--- src/rtl/bcd_seg_scan_pkg.sv ---
// bcd_seg_scan_pkg: shared seven-segment constants and BCD segment lookup
package bcd_seg_scan_pkg;
  // Segments are {g,f,e,d,c,b,a} and active-low: a 0 bit lights the segment.
  // Anodes are active-low as well (common-anode display): a 0 bit enables the digit.
  localparam logic [6:0] SEG_0     = 7'h40;
  localparam logic [6:0] SEG_1     = 7'h79;
  localparam logic [6:0] SEG_2     = 7'h24;
  localparam logic [6:0] SEG_3     = 7'h30;
  localparam logic [6:0] SEG_4     = 7'h19;
  localparam logic [6:0] SEG_5     = 7'h12;
  localparam logic [6:0] SEG_6     = 7'h02;
  localparam logic [6:0] SEG_7     = 7'h78;
  localparam logic [6:0] SEG_8     = 7'h00;
  localparam logic [6:0] SEG_9     = 7'h10;
  localparam logic [6:0] SEG_DASH  = 7'h3F;
  localparam logic [6:0] SEG_BLANK = 7'h7F;
  localparam logic [3:0] AN_OFF    = 4'hF;

  // Codes 10..15 are not BCD and show a dash so a broken counter is visible
  function automatic logic [6:0] seg_lut(input logic [3:0] v);
    case (v)
      4'd0:    seg_lut = SEG_0;
      4'd1:    seg_lut = SEG_1;
      4'd2:    seg_lut = SEG_2;
      4'd3:    seg_lut = SEG_3;
      4'd4:    seg_lut = SEG_4;
      4'd5:    seg_lut = SEG_5;
      4'd6:    seg_lut = SEG_6;
      4'd7:    seg_lut = SEG_7;
      4'd8:    seg_lut = SEG_8;
      4'd9:    seg_lut = SEG_9;
      default: seg_lut = SEG_DASH;
    endcase
  endfunction
endpackage

--- src/rtl/bcd_seg_scan_bcd_to_seg.sv ---
// bcd_to_seg: combinational BCD code to active-low segment pattern with blanking
module bcd_to_seg
  import bcd_seg_scan_pkg::*;
(
  input  logic [3:0] code,
  input  logic       blank,
  output logic [6:0] seg
);
  // blank overrides the decoded pattern
  always_comb seg = blank ? SEG_BLANK : seg_lut(code);
endmodule

--- src/rtl/bcd_seg_scan.sv ---
// bcd_seg_scan: four-digit multiplexed seven-segment driver with frame snapshot
module bcd_seg_scan
  import bcd_seg_scan_pkg::*;
#(
  parameter int SCAN_DIV_W = 17
) (
  input  logic        clk,
  input  logic        rst,
  input  logic        en,
  input  logic [15:0] bcd_in,
  input  logic [3:0]  dp_in,
  input  logic        blank_lz,
  output logic [3:0]  an,
  output logic [6:0]  seg,
  output logic        dp,
  output logic        frame_done
);
  localparam logic [SCAN_DIV_W-1:0] DIV_ONE = 1;

  logic [SCAN_DIV_W-1:0] div_cnt;
  logic [1:0]            sel;
  logic [15:0]           shd_bcd;
  logic [3:0]            shd_dp;
  logic                  tick;
  logic [3:0]            dig;
  logic [3:0]            lz;
  logic                  blank;
  logic [6:0]            seg_d;

  // slot boundary and end-of-frame strobe (last slot of digit 3)
  always_comb begin
    tick       = en && (&div_cnt);
    frame_done = tick && (sel == 2'd3);
  end

  // current digit and leading-zero mask; digit0 always shows so a zero reads as 0
  always_comb begin
    dig   = shd_bcd[{sel, 2'b00} +: 4];
    lz[3] = ~|shd_bcd[15:12];
    lz[2] = lz[3] & ~|shd_bcd[11:8];
    lz[1] = lz[2] & ~|shd_bcd[7:4];
    lz[0] = 1'b0;
    blank = blank_lz & lz[sel];
  end

  bcd_to_seg u_dec (
    .code  (dig),
    .blank (blank),
    .seg   (seg_d)
  );

  // prescaler, digit scan, frame snapshot and registered display outputs
  always_ff @(posedge clk or negedge rst) begin
    if (!rst) begin
      div_cnt <= '0;
      sel     <= 2'd0;
      shd_bcd <= 16'h0000;
      shd_dp  <= 4'h0;
      an      <= AN_OFF;
      seg     <= SEG_BLANK;
      dp      <= 1'b1;
    end else begin
      if (en) div_cnt <= div_cnt + DIV_ONE;
      if (tick) sel <= sel + 2'd1;
      if (frame_done) begin
        shd_bcd <= bcd_in;
        shd_dp  <= dp_in;
      end
      an  <= en ? ~(4'b0001 << sel) : AN_OFF;
      seg <= en ? seg_d : SEG_BLANK;
      dp  <= en ? ~shd_dp[sel] : 1'b1;
    end
  end
endmodule

--- config.mk ---
export PLATFORM = sky130hd
export DESIGN_NAME = bcd_seg_scan
export DESIGN_NICKNAME = d
export VERILOG_FILES = /design/src/rtl/bcd_seg_scan_pkg.sv /design/src/rtl/bcd_seg_scan_bcd_to_seg.sv /design/src/rtl/bcd_seg_scan.sv
export SDC_FILE = /design/constraint.sdc
export NUM_CORES = 1
export LEC_CHECK = 0
export BUFFER_PORTS_ARGS = -buffer_cell sky130_fd_sc_hd__buf_2
export CORE_MARGIN = 2
export CORE_UTILIZATION = 56
export DETAILED_ROUTE_END_ITERATION = 8
export PLACE_DENSITY_LB_ADDON = 0.25
export SLEW_MARGIN = 20
export SYNTH_ARGS = -nofsm -noshare
export SYNTH_HDL_FRONTEND = slang
export SYNTH_HIERARCHICAL = 1
export SYNTH_SLANG_ARGS = --single-unit
--- constraint.sdc ---
create_clock -name clk -period 2.5 [get_ports clk]
set_input_delay 0.25 -clock clk [delete_from_list [all_inputs] [get_ports clk]]
set_output_delay 0.25 -clock clk [all_outputs]
set_load 0.01 [all_outputs]
# After elaboration in Yosys (flattened, before gate mapping)
# Memory sizes are Yosys's and may differ from the RTL's.
# Cells that the tools add are included.
[totals] reg_bits=51 rom_bits=112 in_bits=24 out_inout_bits=13 elab_cells=36 n_memories=1
[op_classes] addsub=2 order_cmp=1 n_eq_ne=1 n_shift=2 n_mux=8 bitwise=5 n_reduce_logical=9
[memory_table] memory="(no name shown)" words=16 word_bits=7 read_ports=1 rd_clocked_by_memory_dff=0 wr=0 line_no="bcd_seg_scan_pkg.sv:21" source="case (v)"
[ops] operator="17-bit by 1-bit adder with 17-bit output (second input constant)" n=1
[ops] operator="17-bit AND reduction" n=1
[ops] operator="16-bit by 5-bit variable part select with 4-bit output" n=1
[ops] operator="7-bit two-way mux" n=2
[ops] operator="4-bit OR reduction" n=3
[ops] operator="1-bit binary-select mux with 2-bit select" n=2
[ops] operator="4-bit two-way mux" n=1
[ops] operator="4-bit inverter" n=1
[ops] operator="1-bit by 2-bit << shifter with 4-bit output (first input constant)" n=1
[ops] operator="1-bit AND" n=3
[ops] operator="1-bit zero test" n=3
[ops] operator="2-bit by 3-bit less-than comparator with 1-bit output (second input constant)" n=1
[ops] operator="1-bit two-way mux" n=3
[ops] operator="2-bit by 1-bit adder with 2-bit output (second input constant)" n=1
[ops] operator="2-bit == test (second input constant)" n=1
[ops] operator="1-bit logical AND" n=2
[ops] operator="1-bit inverter" n=1

# Logic depth before layout (Yosys ltp)
# Gate-level depths: netlist of run 1.
[logic_depth] ltp_word=9 ltp_mapped=8 ltp_nobuf=7

# Hierarchy
# The synthesis of run 1 kept the hierarchy.
[by_module_without_submodules] mod="bcd_seg_scan" instances=1 cells_each=156 area_each_um2=2297.2 seq_area_each_um2=1291.2
[by_module_without_submodules] mod="bcd_to_seg" instances=1 cells_each=35 area_each_um2=232.7 seq_area_each_um2=0.0

# Least setup slack after synthesis of run 1
# OpenSTA, ideal clock, no wires.
[synth_path] path_kind="register to register" startpoint="reg sel[0]" endpoint="reg seg[0]" arrival_time_ns=1.964 required_ns=2.420 path_slack_ns=0.456 stages_incl_launch_ff=8 period_less_slack_ns=2.044 cell_sequence="dfrtp_1 -> buf_2 -> mux4_2 -> ha_1 -> or2_0 -> a211oi_2 -> nor2_1 -> nand2b_1"
[synth_via] word_cells_on_any_way=7
[synth_lines] element="start: declaration" line_no="bcd_seg_scan.sv:21" source="logic [1:0] sel;"
[synth_lines] element="start signal: assignment" line_no="bcd_seg_scan.sv:64" source="if (tick) sel <= sel + 2'd1;"
[synth_lines] element="16-bit by 5-bit variable part select with 4-bit output" line_no="bcd_seg_scan.sv:38" source="dig = shd_bcd[{sel, 2'b00} +: 4];"
[synth_lines] element="net dig[0]" line_no="bcd_seg_scan.sv:25" source="logic [3:0] dig;"
[synth_lines] element="memory read 16 x 7 bit"
[synth_lines] element="7-bit two-way mux" line_no="bcd_seg_scan_bcd_to_seg.sv:10" source="always_comb seg = blank ? SEG_BLANK : seg_lut(code);"
[synth_lines] element="net seg_d[0]" line_no="bcd_seg_scan.sv:28" source="logic [6:0] seg_d;"
[synth_lines] element="7-bit two-way mux" line_no="bcd_seg_scan.sv:70" source="seg <= en ? seg_d : SEG_BLANK;"
[synth_lines] element="end signal: assignment" line_no="bcd_seg_scan.sv:70"
[synth_lines] element="end: declaration" line_no="bcd_seg_scan.sv:14" source="output logic [6:0] seg,"
# The timed path passes the listed nets, and every way through them passes these cells. The select of a mux whose other input is x is not followed.
# A chain may end at the register's enable or synchronous reset.

# Worst setup path after layout of run 1
[layout_path] startpoint="reg div_cnt[8]" endpoint="reg shd_bcd[13]"
[layout_via] elab_chain_len=3
[layout_rtl] element="start: declaration" line_no="bcd_seg_scan.sv:20" source="logic [SCAN_DIV_W-1:0] div_cnt;"
[layout_rtl] element="start signal: assignment" line_no="bcd_seg_scan.sv:63" source="if (en) div_cnt <= div_cnt + DIV_ONE;"
[layout_rtl] element="17-bit AND reduction" line_no="bcd_seg_scan.sv:32" source="tick = en && (&div_cnt);"
[layout_rtl] element="1-bit logical AND" line_no="bcd_seg_scan.sv:32"
[layout_rtl] element="1-bit logical AND" line_no="bcd_seg_scan.sv:33" source="frame_done = tick && (sel == 2'd3);"
[layout_rtl] element="end signal: assignment" line_no="bcd_seg_scan.sv:66" source="shd_bcd <= bcd_in;"
[layout_rtl] element="end: declaration" line_no="bcd_seg_scan.sv:22" source="logic [15:0] shd_bcd;"
# No other way between the ends.

==> metrics, run 1 <==
DRC Markers 0; Skew-Pair Late Insertion Delay 300 ps; DIE WIDTH 71.22 um; Layout Utilization 65.52%; crit-path leading delay family simple AND/OR/NAND/NOR gates; via count between 1500 and 2000; vias per cell 5.353; Slew headroom 48.59%; synthesis-to-layout area growth 12.76%; Die Y-Extent 71.22 um; worst hold path type in2async; slowest CP cell dfrtp_1; Final Max Tran Viols 0; Bufs and invs on worst path 0; global-route wire length before repair 7.107 mm; Core Box Area 0.004354 mm2; top post-synthesis cells by area dfrtp_1, dfstp_2, mux2_4, ha_1, mux4_2; status complete, no violations; Simple-Gate Fraction of Synth Area 14.05%; XOR/XNOR share of the synthesized area 5.539%; layout cells sized above 1 41.13%; starting density of the core approximately three fifths; setup slack at placement 290.7 ps; CTS buffer count 5; PwrDens 562.4 mW/mm2; Routed Wire Length 4.115 mm; Setup violations, final 0; Reg2Reg Depth 6; largest net degree at the start of global routing 37; Final #Nets between 200 and 300; largest family of logic cells by synthesized area multiplexers; fillcell total 347; IO Port Bufs 36; commonest cells in the netlist dfrtp_1, mux2_4, nand2_1; dpl hpwl roughly 2.9 mm; critical path arrival 2380 ps; endpoints failing hold 0; CTS tree done; CP max FO 10; Peak VDD IR roughly 0.00040 V; Hold-fix buffers, CTS 0; n_diodes 0; maxcap violations 0; drt pass-1 iters 4; Pleak 0.001400 uW; Congestion Overflow GR 0; syn_area_per_cell 13.25 um2; Gate Count Post-Synth 191; # rows 24; CTS sink cnt 51; H-Tree Depth 2; measured slew at the worst slew-check pin 771.2 ps; Synth Net Count 226; mux share of post-synthesis cell area 17.51%; Fmax around 0.46 GHz; crit start category register; crit-path cells and4_1 > nand3_1 > nor4_2 > ha_2 > nand3_2 > mux2_4; clock slew at reported path FFs 90 ps; Unique masters post-synth 36; RSZ-0062 raised after global routing no; post-synthesis async set-or-reset flop share 100.0%; post-synthesis adder-cell area fraction under 10%; most common cell in the netlist dfrtp_1; Initial DRC Count 55; Seq/Total Area, Yosys between 50 and 60%; Most used DFF post-synth dfrtp_1; WL per Instance approximately 15 um; gpl congestion 0.8372; Compound-Gate Fraction of Synth Area 3.412%; clock root buffer clkbuf_8; Total GRT Usage 18.10%; Mapped Area 0.002530 mm2; Synth Warn # 6; ratio of final minimum period to clock period 87.88%; io pins 37; share of Yosys cell area claimed by the top area cell type 38.58%; Post-synth EDFFs 0; WP depth 6; crit-path max cell delay 410 ps; post-route ant nets 0; Clock Path Buffers 2; final worst slack 303.1 ps; initial antenna violation count 0; clock period minus final worst setup slack 2197 ps; kind of critical path reg2reg; Setup crit end kind register; Die ar. a little over 0.005 mm2; Req. time, crit path 2690 ps; Setup TNS Final 0 ps; Synth Register Bits a little over 50; vias in the first global route approximately 1500; cell taking the most area after synthesis dfrtp_1; Final Skew 7.982 ps; Hold Slack about 19 ps
## metal layers
| layer | share of wire [%] | global-route usage (%) | wire [um] |
|---|---|---|---|
| met2 | 43 | 25.51 | 1789 |
| met4 | 1.6 | 6.289 | 65 |
| met5 | 0 | 0 | 0 |
| met1 | 51 | 27.78 | 2087 |
| met3 | 4.2 | 4.219 | 172 |
## worst paths after layout
kind                                              start                       to  slack [ps]
worst max-delay path             div_cnt[8]$_DFFE_PN0P_  shd_bcd[13]$_DFFE_PN0P_         300
worst min-delay path                                rst   div_cnt[7]$_DFFE_PN0P_          20
worst max register to register   div_cnt[8]$_DFFE_PN0P_  shd_bcd[13]$_DFFE_PN0P_         300
worst min register to register  div_cnt[11]$_DFFE_PN0P_  div_cnt[11]$_DFFE_PN0P_         480
max in group asynchronous                           rst         seg[1]$_DFF_PN1_        1720
min in group clk                              bcd_in[2]   shd_bcd[2]$_DFFE_PN0P_         180
## cells by family after synthesis
| group | count (synthesis) |
|---|---|
| compound gates | 14 |
| xor+xnor | 16 |
| mux | 28 |
| buf+inv | 14 |
| flops | 51 |
| fa+ha+maj | 11 |
| simple gates | 57 |
## state kept, by name, indices dropped and copies added (netlist names)
name     cells
div_cnt     17
sel          2
dp           1
seg          7
shd_bcd     16
shd_dp       4
an           4
## layout make-up
type / count / area, um2 / area share (%)
clock buffers: 7 / 86.33 / 3.026
clock inverters: 1 / 3.754 / 0.1316
inverters: 6 / 22.52 / 0.7895
multi-input cells: 127 / 1181 / 41.40
flip-flops and latches: 51 / 1291 / 45.26
well taps: 52 / 65.06 / 2.281
repair buffers: 39 / 202.7 / 7.105
## repair_timing
action	in CTS	in global routing
resized for setup	0	2
pin swaps	0	1
cloned	1	0
endpoints found under the setup margin	1	1
buffers inserted	0	1
## per-stage QoR
stage	instance area, um2	std cells	total power [uW]
after global placement	2736	273	1135
after floorplan	2530	191	1075
after CTS	2836	282	1620
after detailed placement	2736	273	1144
final	2853	283	1604
after global routing	2853	283	1688
## placed cells by master, fill, tap and decap left out, types with 6 or more instances in the layout
master / count
buf_2: 36
clkbuf_8: 6
dfrtp_1: 39
dfstp_2: 12
ha_1: 10
inv_1: 6
mux2_4: 19
nand2_1: 13
nand2b_1: 11
nor2_1: 8
xnor2_1: 11
## power by group
group | internal, uW | leakage [uW] | switching (uW) | total, uW
clock network | 222 | 0.0000459 | 256 | 478
registers | 890 | 0.000659 | 75.9 | 966
logic | 78.5 | 0.000695 | 81.4 | 160
No activity file was read; power rests on OpenSTA's default activity.
==> inputs of run 2 (changes only) <==
ABC_AREA = 1   (was unset)
==> metrics, run 2 <==
status complete, no violations; WL per Instance 11.23 um; PwrDens 580.2 mW/mm2; top post-synthesis cells by area dfrtp_1, nand2_1, dfstp_2, ha_1, inv_1; n_diodes 0; layout cells sized above 1 between 20% and 30%; worst hold path type in2reg; Internal around 1300 uW; Gate Count Post-Synth 300; Req. time, crit path 2720 ps; Hold Path Origin bcd_in[12]; measured slew at the worst slew-check pin ~770 ps; Most used DFF post-synth dfrtp_1; Final #Nets ~380; critical path arrival 2480 ps; reg-to-reg critical path endpoint seg[3]$_DFF_PN1_; Initial DRC Count 108; crit-path max cell delay 450 ps; Mapped Area 0.002501 mm2; dpl hpwl 3.280 mm; largest family of logic cells by synthesized area simple AND/OR/NAND/NOR gates; kind of critical path reg2reg; Synth Net Count 335; post-route ant nets 0; clock root buffer clkbuf_8; Worst Hold End shd_bcd[12]$_DFFE_PN0P_; clock slew at reported path FFs 90 ps; post-cts gate resize count 0; Core Box Area 0.004324 mm2; Clk pwr share 33.1%; IO Port Bufs 36; slowest CP cell dfrtp_1; Pleak 0.001504 uW; CTS sink cnt a little over 50; Unique masters post-synth 27; Reg2Reg Depth 10; clock period minus final worst setup slack 2264 ps; share of Yosys cell area claimed by the top area cell type 39.02%; H-Tree Depth 2; gpl congestion around 0.9; Total GRT Usage approximately 20%; CP max FO 11; Peak VDD IR 0.0003348 V; endpoints failing hold 0; Setup TNS Final 0 ps; global-route wire length before repair 7.817 mm; Hold-fix buffers, CTS 0; CTS tree done; Setup violations, final 0; switching power 395.4 uW; post-synthesis adder-cell area fraction 5.503%; number of flip-flops in the largest register 17; Post-CTS Setup Inserts 0; Slew headroom 48.36%; reg-to-reg setup timing slack 240 ps; commonest cells in the netlist nand2_1, dfrtp_1, inv_1; maxcap violations 0; most common cell in the netlist nand2_1; crit-path cells clkinv_1 > a21oi_1 > o21ai_0 > o21ai_0 > inv_1 > ha_1 > nand2_1 > nand3_1 > nand2_1 > or2_2; syn_area_per_cell around 8.3 um2; Compound-Gate Fraction of Synth Area under 10%; Clock Path Buffers 2; XOR/XNOR share of the synthesized area 3.852%; Final Max Tran Viols 0; Hold Path Stages 3; crit start category register; Simple-Gate Fraction of Synth Area a little over a quarter; Seq pwr share 56.9%; Synth Warn # 6; drt pass-1 iters 4; Final Skew 11.69 ps; worst r2r src sel[1]$_DFFE_PN0P_; Die ar. 0.005017 mm2; RSZ-0062 raised after global routing no; commonest cells after routing, fill and taps aside nand2_1, dfrtp_1, buf_2; Largest regs div_cnt (17), shd_bcd (16), seg (7); Routed Wire Length 4.437 mm; io pins 37; Congestion Overflow GR 0; post-synthesis async set-or-reset flop share 100.0%; Die Y-Extent 70.83 um; starting density of the core 57.84%; vias per cell 4.995; ratio of final minimum period to clock period around nine tenths; Biggest register div_cnt; synthesis-to-layout area growth 14.56%; DRC Markers 0; cell taking the most area after synthesis dfrtp_1; Post-synth EDFFs 0; Net Sw Frac between 20% and 30%; via count 1973; commonest non-fill, non-tap cell in the layout nand2_1; initial antenna violation count 0; Skew-Pair Late Insertion Delay 300 ps; Seq/Total Area, Yosys 51.63%; # rows 24; mux share of post-synthesis cell area 0%; DIE WIDTH around 71 um; CTS buffer count 5; placed cell area 0.002746 mm2; Setup crit end kind register; Synth Register Bits slightly above 50; largest net degree at the start of global routing 46; vias in the first global route between 1500 and 2000; Fmax approximately 0.44 GHz; fin area 0.002865 mm2; Comb pwr share 10.0%
-- run 2: layer usage --
layer	up-vias	GRT usage, %	routed length, um
met1	914	26.04	2107
li1	1012	-	-
met3	7	4.701	209
met2	40	31.67	2054
met4	0	6.289	65
met5	-	0	0
-- run 2: critical path: cells and delay by family (launching register included) --
kind	cells	cell delay [ps]
and+or+nand+nor	4	540
AOI/OAI and AO/OA	3	460
DFF	1	450
buffers and inverters	2	440
adders and majority gates	1	310
-- run 2: power groups by stage --
stage               clock (uW)  sequential [uW]  combinational (uW)
floorplan                    0              954                 108
global placement             0              961                 163
detailed placement           0              962                 167
CTS                        568              947                 167
global route               602              959                 200
finish                     550              946                 166
-- run 2: cell families (layout without fill, tap and decap cells) --
kind of cell,after synthesis,count (layout)
xor+xnor,11,11
fa+ha+maj,11,11
flops,51,51
buf+inv,37,80
compound gates,28,28
simple gates,162,162
-- run 2: cell type report --
class,count,area [um2]
repair buffers,42,230.2
flip-flops and latches,51,1291
clock inverters,1,30.03
inverters,30,112.6
multi-input cells,212,1060
well taps,52,65.06
fillers,394,1459
clock buffers,7,76.32
-- run 2: worst max path at each step --
stage,from,cells after the start,slack (ps),to
3_5_place_dp,sel[1]$_DFFE_PN0P_,10,250,seg[3]$_DFF_PN1_
5_1_grt,sel[1]$_DFFE_PN0P_,10,20,seg[3]$_DFF_PN1_
2_1_floorplan,sel[0]$_DFFE_PN0P_,11,360,seg[3]$_DFF_PN1_
4_1_cts,sel[1]$_DFFE_PN0P_,10,220,seg[3]$_DFF_PN1_
3_3_place_gp,sel[1]$_DFFE_PN0P_,10,380,seg[3]$_DFF_PN1_
6_report,sel[1]$_DFFE_PN0P_,10,240,seg[3]$_DFF_PN1_
-- run 2: stage by stage --
| stage | utilization [%] | power [uW] | worst slack (ps) | hold slack (ps) | instances |
|---|---|---|---|---|---|
| floorplan | - | 1061 | 360.0 | -45.59 | 300 |
| global placement | 63.51 | 1124 | 377.4 | 443.5 | 386 |
| detailed placement | 63.51 | 1129 | 247.1 | 446.1 | 386 |
| CTS | 65.97 | 1683 | 224.0 | 127.0 | 394 |
| global route | 66.26 | 1760 | 24.12 | 132.5 | 395 |
| finish | 66.26 | 1662 | 236.1 | 134.2 | 395 |
==> inputs of run 3 (changes only) <==
ABC_AREA = unset   (was 1)
SETUP_SLACK_MARGIN = 0.5   (was unset)
==> metrics, run 3 (synthesis results as in run 1) <==
status complete, no violations; endpoints failing hold 0; Die ar. 0.005072 mm2; gpl congestion 0.8273; fin area 0.003097 mm2; vias per cell 5.535; starting density of the core 58.10%; Clock Path Buffers 2; layout cells sized above 1 around half; Setup crit end kind register; post-route ant nets 0; final total power 1795 uW; Hold Path Stages 2; worst r2r src div_cnt[9]$_DFFE_PN0P_; Biggest register div_cnt; PwrDens a little under 600 mW/mm2; Final #Nets between 200 and 300; WL per Instance between 15 and 20 um; clock slew at reported path FFs approximately 90 ps; reg-to-reg critical path endpoint shd_bcd[10]$_DFFE_PN0P_; Congestion Overflow GR 0; via count 1655; Routed Wire Length 4.711 mm; worst hold path type in2reg; IO Port Bufs 36; largest net degree at the start of global routing 26; reg-to-reg setup timing slack 500 ps; number of flip-flops in the largest register 17; fillcell total 302; Peak VDD IR 0.0002848 V; synthesis-to-layout area growth 22.40%; DRC Markers 0; DIE WIDTH 71.22 um; commonest cells after routing, fill and taps aside dfrtp_1, buf_2, mux2_4; clock period minus final worst setup slack 2003 ps; CP max FO 10; Total GRT Usage about 20%; Placed Cells incl. Taps 274; critical path arrival 2200 ps; initial antenna violation count 0; drt pass-1 iters 4; io pins 37; Setup violations, final 0; Die Y-Extent 71.22 um; maxcap violations 0; # rows 24; Initial DRC Count 54; dpl hpwl 2.890 mm; final cell count without fillers 299; commonest non-fill, non-tap cell in the layout dfrtp_1; Final Max Tran Viols 0; Pleak between 0.0015 and 0.002 uW; Req. time, crit path 2690 ps; n_diodes 0; kind of critical path reg2reg; CTS buffer count 5; vias in the first global route between 1500 and 2000; measured slew at the worst slew-check pin roughly 470 ps; Setup TNS Final 0 ps; Fmax 0.4991 GHz; H-Tree Depth 2; RSZ-0062 raised after global routing yes; ratio of final minimum period to clock period 80.14%; Worst Hold End shd_dp[2]$_DFFE_PN0P_; Hold Slack between 150 and 200 ps; crit start category register; Largest regs div_cnt (17), shd_bcd (16), seg (7); placed cell area 0.002744 mm2; Hold Path Origin dp_in[2]; Core Box Area 0.004354 mm2; clock root buffer clkbuf_8; Final Skew 7.395 ps; Skew-Pair Late Insertion Delay 310 ps; CTS sink cnt 51; CTS tree done; Slew headroom 68.74%; global-route wire length before repair 7.859 mm; Reg2Reg Depth 7; register area roughly 0.0013 mm2; area of the multi-input gates 0.001274 mm2
-- run 3: changes by cell type in the layout (fill, tap and decap cells not counted), sizes merged, moves of 11 or more --
| cell | previous run | this run |
|---|---|---|
| nand2 | 107 | 13 |
| buf | 41 | 53 |
| o21ai | 17 | 5 |
| nor2 | 28 | 9 |
| nand2b | 0 | 11 |
| mux2 | 0 | 23 |
| inv | 29 | 6 |
-- run 3: timing repair --
item / CTS / global route
gates cloned: 1 / 1
hold buffers: 1 / 0
setup endpoints to repair: 23 / 26
pin swaps: 3 / 7
buffers inserted: 8 / 6
hold endpoints to repair: 5 / 0
resized for setup: 7 / 12
-- run 3: per-stage QoR --
stage	setup slack [ps]	util, %
2_1_floorplan	516.8	-
3_3_place_gp	374.3	63.02
3_5_place_dp	296.6	63.02
4_1_cts	488.4	68.30
5_1_grt	398.1	71.12
6_report	496.5	71.12
-- run 3: area by class of cell --
class / instances / share of cell area, %
timing repair buffer: 54 / 10.46
tap: 52 / 2.101
clock buffer: 6 / 2.667
clock inverter: 2 / 1.131
sequential: 51 / 41.78
multi-input combinational: 128 / 41.13
inverter: 6 / 0.7273
-- run 3: per-layer routing --
metal / routed length [um] / track usage [%] / share of wire (%)
met1: 2312 / 29.52 / 49
met2: 2167 / 29.32 / 46
met3: 172 / 4.782 / 3.7
met4: 59 / 6.289 / 1.3
met5: 0 / 0 / 0
-- run 3: worst max-delay path: stages (launching register included) --
cell,delay (ps)
dfrtp_1,370
and4_4,260
nand3_4,90
nor4_4,220
ha_2,250
buf_4,140
nand3_4,200
mux2_4,360
-- run 3: report_power, final --
group / internal, uW / switching, uW / leakage, uW
logic: 124 / 104 / 0.000803
clock network: 324 / 274 / 0.0000612
registers: 890 / 77.3 / 0.000656
-- run 3: how the worst max path moves through the flow --
stage,start,end,slack [ps],cells after the start
after detailed placement,div_cnt[8]$_DFFE_PN0P_,shd_bcd[3]$_DFFE_PN0P_,300,6
after CTS,div_cnt[3]$_DFFE_PN0P_,frame_done,490,6
final,div_cnt[9]$_DFFE_PN0P_,shd_bcd[10]$_DFFE_PN0P_,500,7
after global placement,div_cnt[8]$_DFFE_PN0P_,shd_bcd[11]$_DFFE_PN0P_,370,6
after floorplan,sel[0]$_DFFE_PN0P_,seg[0]$_DFF_PN1_,520,7
after global routing,div_cnt[8]$_DFFE_PN0P_,shd_dp[1]$_DFFE_PN0P_,400,7
